**config.mk**
```make
export PLATFORM = sky130hd
export DESIGN_NAME = sram_1r1w_arbiter
export DESIGN_NICKNAME = d
export VERILOG_FILES = /design/src/rtl/sram_arb_pkg.sv /design/src/rtl/rr_arb2.sv /design/src/rtl/sram_1r1w_arbiter.sv
export SDC_FILE = /design/constraint.sdc
export NUM_CORES = 1
export LEC_CHECK = 0
export CORE_ASPECT_RATIO = 1.4
export CORE_MARGIN = 2
export CORE_UTILIZATION = 30
export DETAILED_ROUTE_END_ITERATION = 10
export GPL_TIMING_DRIVEN = 0
export PLACE_DENSITY = 0.66
export SLEW_MARGIN = 20
export SYNTH_ARGS = -nofsm -noshare
export SYNTH_HDL_FRONTEND = slang
export SYNTH_SLANG_ARGS = --single-unit
```
**constraint.sdc**
```tcl
create_clock -name clk -period 1.7 [get_ports clk]
set_input_delay 0.255 -clock clk [delete_from_list [all_inputs] [get_ports clk]]
set_output_delay 0.255 -clock clk [all_outputs]
set_load 0.03 [all_outputs]
```
**src/rtl/sram_arb_pkg.sv**
```systemverilog
// Shared widths, response latency and the request bundle
// for the sky130 1R1W SRAM arbiter.
package sram_arb_pkg;

  localparam int ADDR_W     = 10;
  localparam int DATA_W     = 32;
  localparam int NUM_WMASKS = 4;
  localparam int RSP_LAT    = 2;

  typedef struct packed {
    logic                  we;
    logic [ADDR_W-1:0]     addr;
    logic [DATA_W-1:0]     wdata;
    logic [NUM_WMASKS-1:0] wstrb;
  } req_t;

endpackage

```
**src/rtl/rr_arb2.sv**
```systemverilog
// Two-way round-robin arbiter; the pointer flips only
// when both requesters compete in the same cycle.
module rr_arb2 (
  input  logic       clk,
  input  logic       rst,
  input  logic [1:0] i_req,
  output logic [1:0] o_gnt
);

  logic r_ptr;

  always_comb begin
    o_gnt = i_req;
    if (&i_req)
      o_gnt = r_ptr ? 2'b10 : 2'b01;
  end

  always_ff @(posedge clk) begin
    if (rst)
      r_ptr <= 1'b0;
    else if (&i_req)
      r_ptr <= ~r_ptr;
  end

endmodule

```
**src/rtl/sram_1r1w_arbiter.sv**
```systemverilog
// Two-requester arbiter onto a 1R1W SRAM macro.
// Optional stall counters: define SRAM_ARB_PERF_EN.
module sram_1r1w_arbiter
  import sram_arb_pkg::*;
(
  input  logic                  clk,
  input  logic                  rst,
  input  logic                  req0_valid,
  input  logic                  req0_we,
  input  logic [ADDR_W-1:0]     req0_addr,
  input  logic [DATA_W-1:0]     req0_wdata,
  input  logic [NUM_WMASKS-1:0] req0_wstrb,
  output logic                  req0_ready,
  output logic                  rsp0_valid,
  output logic [DATA_W-1:0]     rsp0_rdata,
  input  logic                  req1_valid,
  input  logic                  req1_we,
  input  logic [ADDR_W-1:0]     req1_addr,
  input  logic [DATA_W-1:0]     req1_wdata,
  input  logic [NUM_WMASKS-1:0] req1_wstrb,
  output logic                  req1_ready,
  output logic                  rsp1_valid,
  output logic [DATA_W-1:0]     rsp1_rdata,
  output logic                  sram_csb0,
  output logic [NUM_WMASKS-1:0] sram_wmask0,
  output logic [ADDR_W-1:0]     sram_addr0,
  output logic [DATA_W-1:0]     sram_din0,
  output logic                  sram_csb1,
  output logic [ADDR_W-1:0]     sram_addr1,
  input  logic [DATA_W-1:0]     sram_dout1
`ifdef SRAM_ARB_PERF_EN
  ,
  output logic [15:0]           stall0_cnt,
  output logic [15:0]           stall1_cnt
`endif
);

  req_t                  w_req [2];
  logic [1:0]            w_vld;
  logic [1:0]            w_wcand;
  logic [1:0]            w_rcand;
  logic [1:0]            w_wgnt;
  logic [1:0]            w_rgnt;
  logic [ADDR_W-1:0]     w_waddr;
  logic [DATA_W-1:0]     w_wdata;
  logic [NUM_WMASKS-1:0] w_wstrb;
  logic [ADDR_W-1:0]     w_raddr;

  logic [1:0]            r_pv  [RSP_LAT];
  logic [1:0]            r_prd [RSP_LAT];
  logic [1:0]            r_rsp_v;
  logic [DATA_W-1:0]     r_rdata0;
  logic [DATA_W-1:0]     r_rdata1;

  assign w_req[0] = {req0_we, req0_addr,
                     req0_wdata, req0_wstrb};
  assign w_req[1] = {req1_we, req1_addr,
                     req1_wdata, req1_wstrb};
  assign w_vld    = {req1_valid, req0_valid};

  always_comb begin
    w_wcand = '0;
    for (int n = 0; n < 2; n++)
      w_wcand[n] = w_vld[n] & w_req[n].we;
  end

  rr_arb2 u_warb (
    .clk   (clk),
    .rst   (rst),
    .i_req (w_wcand),
    .o_gnt (w_wgnt)
  );

  assign w_waddr = w_wgnt[1] ? w_req[1].addr  : w_req[0].addr;
  assign w_wdata = w_wgnt[1] ? w_req[1].wdata : w_req[0].wdata;
  assign w_wstrb = w_wgnt[1] ? w_req[1].wstrb : w_req[0].wstrb;

  // Same-address read would race the write at the macro's negedge.
  always_comb begin
    w_rcand = '0;
    for (int n = 0; n < 2; n++)
      w_rcand[n] = w_vld[n] & ~w_req[n].we &
                   ~(|w_wgnt && (w_req[n].addr == w_waddr));
  end

  rr_arb2 u_rarb (
    .clk   (clk),
    .rst   (rst),
    .i_req (w_rcand),
    .o_gnt (w_rgnt)
  );

  assign w_raddr    = w_rgnt[1] ? w_req[1].addr : w_req[0].addr;
  assign req0_ready = w_wgnt[0] | w_rgnt[0];
  assign req1_ready = w_wgnt[1] | w_rgnt[1];

  always_ff @(posedge clk) begin
    if (rst) begin
      sram_csb0   <= 1'b1;
      sram_wmask0 <= '0;
      sram_addr0  <= '0;
      sram_din0   <= '0;
      sram_csb1   <= 1'b1;
      sram_addr1  <= '0;
    end else begin
      sram_csb0 <= 1'b1;
      sram_csb1 <= 1'b1;
      if (|w_wgnt && |w_wstrb) begin
        sram_csb0   <= 1'b0;
        sram_wmask0 <= w_wstrb;
        sram_addr0  <= w_waddr;
        sram_din0   <= w_wdata;
      end
      if (|w_rgnt) begin
        sram_csb1  <= 1'b0;
        sram_addr1 <= w_raddr;
      end
    end
  end

  always_ff @(posedge clk) begin
    if (rst) begin
      for (int i = 0; i < RSP_LAT; i++) begin
        r_pv[i]  <= '0;
        r_prd[i] <= '0;
      end
      r_rsp_v  <= '0;
      r_rdata0 <= '0;
      r_rdata1 <= '0;
    end else begin
      r_pv[0]  <= w_wgnt | w_rgnt;
      r_prd[0] <= w_rgnt;
      for (int i = 1; i < RSP_LAT; i++) begin
        r_pv[i]  <= r_pv[i-1];
        r_prd[i] <= r_prd[i-1];
      end
      r_rsp_v  <= r_pv[RSP_LAT-1];
      r_rdata0 <= r_prd[RSP_LAT-1][0] ? sram_dout1 : '0;
      r_rdata1 <= r_prd[RSP_LAT-1][1] ? sram_dout1 : '0;
    end
  end

  assign rsp0_valid = r_rsp_v[0];
  assign rsp1_valid = r_rsp_v[1];
  assign rsp0_rdata = r_rdata0;
  assign rsp1_rdata = r_rdata1;

`ifdef SRAM_ARB_PERF_EN
  always_ff @(posedge clk) begin
    if (rst) begin
      stall0_cnt <= '0;
      stall1_cnt <= '0;
    end else begin
      if (req0_valid && !req0_ready && stall0_cnt != 16'hFFFF)
        stall0_cnt <= stall0_cnt + 16'd1;
      if (req1_valid && !req1_ready && stall1_cnt != 16'hFFFF)
        stall1_cnt <= stall1_cnt + 16'd1;
    end
  end
`endif

endmodule
```
Word-level counts from Yosys, hierarchy flattened
Memories as Yosys holds them, arrays and structs flattened. A register that Yosys moved wholly into a read port is not among the register bits. Cells that the tools add are included.

Bits in registers: 124. Latch bits: 0. Memory bits (writable): 8. ROM bits: 0. Input port bits: 130. Word-level logic and storage cells: 62. Memories kept: 2.

Memories: r_prd (words 2, bits a word 2, read ports 2, clocked after Yosys merged registers in 0, wr ports 2, RTL line sram_1r1w_arbiter.sv:50) `logic [1:0] r_prd [RSP_LAT];`; r_pv (words 2, bits a word 2, read ports 2, clocked after Yosys merged registers in 1, wr ports 2, RTL line sram_1r1w_arbiter.sv:49) `logic [1:0] r_pv [RSP_LAT];`.

Add/sub/neg operators: 0. Multipliers: 0. Div/mod/pow operators: 0. Magnitude comparators: 0. Eq/ne operators: 2. Shift-type cells: 0. Multiplexer cells: 17. Bitwise logic cells: 21. Reductions and logical operators: 10.

Operators with widths (count): $mux 32 (1); $eq 10x10->1 (2); $mux 10 (2); $mux 2 (8); $not 1->1 (8); $reduce_or 2->1 (4); $and 1x1->1 (6); $or 1x1->1 (6); $mux 1 (5); $mux 4 (1); $reduce_and 2->1 (2); $reduce_or 4->1 (1); $logic_and 1x1->1 (3); $or 2x2->2 (1).

Depth between registers and ports, before layout
Gate-level depths: netlist of the first run.

Depth in word-level cells: 12. Depth in mapped cells: 6. Mapped depth without buffers: 5.

Hierarchy
A second synthesis of the first run with hierarchy kept.

Cells, all modules: 462. Area total of the unflattened synthesis: 4855.9 µm².

By module, submodules not included: sram_1r1w_arbiter (times used 1, cells each 448, area an instance 4725.8 µm², sequential area each 2642.5 µm²); rr_arb2 (times used 2, cells each 7, area an instance 65.1 µm², sequential area each 20.0 µm²).

Worst setup path before layout of the first run
OpenSTA, ideal clock, no wires.

Path kind: input to register. Start: in req1_we. End: mem r_pv[0][1]. Arrival: 1.717 ns. Data required time: 1.633 ns. Setup slack: -0.084 ns. Stages: 5. Cell sequence: and2_1 > a21oi_2 > nor4_2 > o21ai_0 > nor2b_1.

RTL lines: from (decl) (RTL line sram_1r1w_arbiter.sv:17) `input logic req1_we,`; to (decl) (RTL line sram_1r1w_arbiter.sv:49).

Worst setup path after layout of the first run
Start: reg u_warb.r_ptr. End: out req1_ready.

Cells in the longest elaborated chain, start to end: 10. Elaborated cells on any way between the ends: 15. Those cells by class: eq/ne (2); mux (4); bitwise (5); reduce/logical (4).

RTL lines: from (decl) (RTL line rr_arb2.sv:10) `logic r_ptr;`; from (signal assigned) (RTL line rr_arb2.sv:22) `r_ptr <= ~r_ptr;`; $mux 2 (*) (RTL line rr_arb2.sv:15) `o_gnt = r_ptr ? 2'b10 : 2'b01;`; $mux 2 (*) (RTL line rr_arb2.sv:14) `if (&i_req)`; $mux 10 (RTL line sram_1r1w_arbiter.sv:74) `assign w_waddr = w_wgnt[1] ? w_req[1].addr : w_req[0].addr;`; $eq 10x10->1 (RTL line sram_1r1w_arbiter.sv:83) `~(|w_wgnt && (w_req[n].addr == w_waddr));`; $logic_and 1x1->1 (RTL line sram_1r1w_arbiter.sv:83); $not 1->1 (RTL line sram_1r1w_arbiter.sv:83); $and 1x1->1 (RTL line sram_1r1w_arbiter.sv:82) `w_rcand[n] = w_vld[n] & ~w_req[n].we &`; $reduce_and 2->1 (RTL line rr_arb2.sv:14); $mux 2 (RTL line rr_arb2.sv:14); $or 1x1->1 (*) (RTL line sram_1r1w_arbiter.sv:95) `assign req1_ready = w_wgnt[1] | w_rgnt[1];`; to (decl) (RTL line sram_1r1w_arbiter.sv:21) `output logic req1_ready,`.

Every way passes the cells marked *; elsewhere a longest branch is shown, timed or not.

==> results.ini, run 1 <==
[run_status]
outcome = finished with violations
violations = negative setup slack

[sta]
fin_skew_ns = 0.0143
tightest_slew_ns = 0.659
max_clock_freq_ghz = 0.564
rsz0062_at_grt = true
post-route-min-period_ns = 1.77
tns_ns = -0.199
finalWorstSetupSlack_ns = -0.0724
fin_hold_ws_ns = 0.153
report.final.slew_viol_count = 0
max_slew_margin = 0.560
fin_crit_sh = 1.04
final_hold_viol_count = 0
finalSetupViolCount = 6

[pwr]
internal-power_uw = 6110
p_per_area_nw_per_um2 = 975
p_sw_frac = 0.285
power.switching_uw = 2430
pwr-share-comb = 0.183
leakagePower_uw = 0.00410
ir_drop_mv = 0.546
clockPowerShare = 0.424
pwr-share-seq = 0.393

[detailed_routing]
dr.first_iter.drc_count = 125
routedWlPerCell_um = 16.8
ant_nets = 0
num_vias = 4690
drc = 0
vias_per_cell = 4.70
dr.pass1.iters = 4
wl_um = 16800

[grt]
first_global_vias = 4994
track_usage = 0.193
grt_max_degree = 17
antenna_found_initial = 0
grt_pass1_wl_um = 24800
grt.overflow.total = 0

[clock_tree]
cts_tree = done
cts_inserted_buffers = 17
cts_sinks = 134
cts-root-buf = clkbuf_16
htreeDepth = 4
insertion_delay_ns = 0.41
clk_pin_slew_ns = 0.06
cts.path.max_buffers = 2

[setup_path]
reg2reg_from = u_warb.r_ptr
critical-path-slowest-cell = dfxtp_2
path_delay_family = simple AND/OR/NAND/NOR gates
required_ns = 1.44
start_kind = flop
cp.arrival_ns = 1.52
cp_num_buf_inv = 2
max_stage_delay_ns = 0.32
r2r-end = sram_din0[1]
worstSetupEndpointType = output port
r2r_setup_slack_ns = -0.03
critPathKind = flop to output port
worstPathCellList = and3b_2, nand2b_4, buf_8, o21ai_4, buf_6
reg2reg_depth = 8
path_max_fanout = 5

[placed_design]
dp_cells = 936
port-buffer-count = 255
place.gp.congestion = 0.817
hpwl_um = 12000

[synth]
synthFlopType = dfxtp_1
synthesis.area_um2 = 4710
synth_edf_count = 0
synth-seq-cells = 134
yosys_warnings = 0
netlist_instances = 485
yosysMostFrequentCell = dfxtp_1
synth_common_cells = dfxtp_1 (134), nand2_1 (88), and2_1 (65)
synth_area_leaders = dfxtp_1 (57%), and2_1 (8.6%), a311oi_1 (8.0%)
postSynthAreaPerCell_um2 = 9.70
yosys.area.top_type = dfxtp_1
ys_async_sr_fraction = 0
ys_types = 30
synth.top_cell.area_share = 0.570
synth.net_count = 615
ys_seq_area_frac = 0.570

[floorplanning]
die_y_um = 152
io_pins = 256
fp-row-count = 54
die-area_um2 = 16700
core_um2 = 15500
initial_core_util = 0.304
fp.dieW_um = 110

[cells_and_area]
finalNetCount = 918
diodes = 0
final_cells = 997
areaGrowthSynthToFinish_pct = 86.1
fill_cells = 1400
drive_gt1_frac = 0.190

[worst_hold_path]
hold_start = req1_addr[9]
hp-class = primary input to flop
holdPathEnd = sram_addr0[9]
holdPathStages = 3

[flow_run]
cap_violations = 0

## timing repair
item,CTS,global route
gates resized for setup,150,107
hold buffers,0,0
buffers inserted,19,7
cloned,5,2
endpoints found under the setup margin,90,121
pin swaps,20,58
## worst max path at each step
| stage | start | end | depth (start not counted) |
|---|---|---|---|
| 5_1_grt | req0_addr[1] | req1_ready | 7 |
| 6_report | u_warb.r_ptr | req1_ready | 5 |
| 3_3_place_gp | req1_addr[2] | req0_ready | 6 |
| 2_1_floorplan | req1_we | r_pv[0][0] | 5 |
| 4_1_cts | u_warb.r_ptr | req0_ready | 5 |
| 3_5_place_dp | req1_addr[2] | req0_ready | 6 |
## cell usage in the layout (no fill, tap or decap), types with 20 or more instances in the layout
master and instances:
clkdlybuf4s50_1 163, dfxtp_1 133, nand2_1 87, and2_1 64, nor2_1 45, dlygate4sd2_1 34
dlymetal6s2s_1 33, a311oi_2 24, clkbuf_2 21, buf_4 20
## routing by layer
layer	global-route usage	wire, µm	up-vias
met1	0.190	6000	2203
met3	0.0586	1230	40
li1	-	-	2252
met2	0.352	8970	195
met5	0	0	-
met4	0.0946	606	0
## power by group through the flow
stage	logic, µW	registers (µW)	clock network, µW
after floorplan	372	3690	0
after global placement	1360	3420	0
after detailed placement	1380	3430	0
after CTS	1460	3360	3680
after global routing	1660	3370	3830
final	1570	3350	3620
## per-stage QoR
stage,setup WS [ns],util,cell area [µm²],power (µW)
2_1_floorplan,0.0683,-,4710,4070
3_3_place_gp,-1.03,0.485,7500,4780
3_5_place_dp,-1.06,0.485,7500,4810
4_1_cts,-0.0951,0.545,8430,8500
5_1_grt,-0.143,0.566,8760,8860
6_report,-0.0724,0.566,8760,8540
## cell families (layout without fill, tap and decap cells)
group / count (synthesis) / after routing / synth area share
compound gates: 63 / 64 / 0.116
xor+xnor: 12 / 12 / 0.0223
buf+inv: 34 / 349 / 0.0295
flops: 134 / 134 / 0.570
mux: 13 / 13 / 0.0277
simple gates: 229 / 229 / 0.235
## sequential cells by signal, summed over array words and instances (netlist names)
signal,cells
r_pv,4
r_rsp_v,2
sram_din0,32
rsp1_rdata,32
sram_wmask0,4
r_prd,4
sram_csb0,1
sram_csb1,1
u_warb.r_ptr,1
sram_addr0,10
sram_addr1,10
rsp0_rdata,32
u_rarb.r_ptr,1
## layout make-up
class	count	area, µm²	share of cell area
plain buffers	30	211	0.0241
clock buffers	17	425	0.0486
clock inverters	15	156	0.0179
multi-input cells	318	2200	0.251
flip-flops and latches	134	2680	0.307
well taps	196	245	0.0280
repair buffers	287	2830	0.324
## worst min-delay path: cells and delay by family
kind / cells / cell delay, ns
AOI/OAI and AO/OA: 1 / 0.08
and+or+nand+nor: 1 / 0.06
buffers and inverters: 1 / 0.12
No activity file was read; power rests on OpenSTA's default activity.
==> run 2: changes to the inputs <==
- PLACE_DENSITY: 0.66 -> 0.64
- clock period: 1.7 -> 2.04 ns (I/O delays scaled with it)
==> run 2 against run 1 <==
Compared with the run above:
- routed wire length shrank 8.2%
- utilization shrank 3.0 points
- the run now ends clean
- first-iteration DRC count shrank 32%
- critical path type is now primary input to flop
- flip-flop and latch count is the same
- power shrank 17%
- combinational power shrank 25%
==> results.ini, run 2 (synthesis gave the netlist of run 1 again) <==
[cells_and_area]
areaGrowthSynthToFinish_pct = 76.1
mostFrequentLayoutCell = clkdlybuf4s50_1
finalInstanceArea_um2 = 8290
drive_gt1_frac = 0.0923
fill_cells = 1464
multi_input_area_um2 = 1960
ff_latch_area_um2 = 2680
finalNetCount = 897
final_cell_mix = clkdlybuf4s50_1 (229), dfxtp_1 (134), nand2_1 (88)

[sta]
post-route-min-period_ns = 1.97
finalWorstSetupSlack_ns = 0.0714
tightest_slew_ns = 0.528
finalSetupViolCount = 0
max_clock_freq_ghz = 0.508
tns_ns = 0
fin_skew_ns = 0.00884
fin_hold_ws_ns = 0.240
final_hold_viol_count = 0
max_slew_margin = 0.645
rsz0062_at_grt = true
fin_crit_sh = 0.965
report.final.slew_viol_count = 0

[placed_design]
dpl-instance-area_um2 = 7500
place_ws_ns = -0.767
port-buffer-count = 255
place.gp.congestion = 0.774
hpwl_um = 12100

[setup_path]
path_max_fanout = 10
critPathKind = primary input to flop
start_kind = primary input
required_ns = 2.34
cp.arrival_ns = 2.27
worstSetupEndpointType = flop

[floorplanning]
initial_core_util = 0.304
fp-row-count = 54
fp.dieW_um = 110
die-area_um2 = 16700
io_pins = 256
die_y_um = 152
core_um2 = 15500

[grt]
grt_max_degree = 17
antenna_found_initial = 1
first_global_vias = 4712
grt_pass1_wl_um = 23600
track_usage = 0.182
grt.overflow.total = 0

[detailed_routing]
vias_per_cell = 4.67
num_vias = 4560
dr.pass1.iters = 5
wl_um = 15400
dr.first_iter.drc_count = 85
drc = 0
ant_nets = 0
routedWlPerCell_um = 15.8

[worst_hold_path]
hp-class = primary input to flop

[pwr]
leakagePower_uw = 0.00337
ir_drop_mv = 0.482
p_per_area_nw_per_um2 = 852

[clock_tree]
cts_inserted_buffers = 17
htreeDepth = 4
cts.path.max_buffers = 2
clk_pin_slew_ns = 0.06
cts_tree = done
postCtsHoldBufs = 0
cts-root-buf = clkbuf_16
insertion_delay_ns = 0.40
cts_sinks = 134

[run_status]
outcome = finished clean

[flow_run]
cap_violations = 0

[run 2: cell types whose count changed in the layout (fill, tap and decap cells not counted), sizes merged, moves of 5 or more]
cell           change
clkdlybuf4s50     +66
buf               -29
dlygate4sd2       -24
dlymetal6s2s      -19
clkbuf             -9
clkdlybuf4s15      -5
[run 2: through the flow]
step           utilization  power [µW]  instances
3_3_place_gp         0.485        3990        936
2_1_floorplan            -        3390        485
6_report             0.536        7060        977
4_1_cts              0.531        7140        974
5_1_grt              0.536        7330        977
3_5_place_dp         0.485        4010        936
[run 2: layout make-up]
class                           instances  area share
Buffer                                 34      0.0190
Clock buffer                           17      0.0513
Tap cell                              196      0.0296
Sequential cell                       134       0.324
Timing Repair Buffer                  263       0.318
Antenna cell                            1    0.000302
Clock inverter                         15      0.0214
Multi-Input combinational cell        317       0.237
[run 2: report_power, final]
group / leakage (µW) / switching (µW) / internal (µW) / total, µW
Clock: 0.000288 / 1250 / 1850 / 3100
Sequential: 0.00110 / 56.9 / 2740 / 2800
Combinational: 0.00199 / 605 / 566 / 1170
Total: 0.00337 / 1910 / 5160 / 7060
[run 2: worst paths after layout]
| kind | startpoint | end | slack, ns | depth (start not counted) |
|---|---|---|---|---|
| worst max-delay path | req1_wstrb[2] | sram_din0[2] | 0.07 | 7 |
| worst max register to register | u_warb.r_ptr | sram_din0[1] | 0.13 | 7 |
| worst min-delay path | req1_addr[0] | sram_addr0[0] | 0.24 | 3 |
| worst min register to register | r_pv[1][0] | r_rsp_v[0] | 0.43 | 1 |
[run 2: worst max-delay path, cell delays in order]
cell and delay (ns):
clkdlybuf4s50_1 0.42, or4_1 0.56, nor3_2 0.21, a211oi_4 0.08
buf_4 0.18, clkbuf_2 0.22, a311oi_1 0.29
[run 2: routing by layer]
layer / wire, µm / GRT usage / part of all wire
met1: 5550 / 0.182 / 0.36
met2: 8230 / 0.333 / 0.53
met3: 1160 / 0.0535 / 0.075
met4: 479 / 0.0844 / 0.031
met5: 0 / 0 / 0
[run 2: timing repair]
| action | CTS | global route |
|---|---|---|
| endpoints found under the setup margin | 48 | 54 |
| gates resized for setup | 43 | 26 |
| buffers inserted | 6 | 2 |
| cloned | 0 | 0 |
| pin swaps | 8 | 4 |
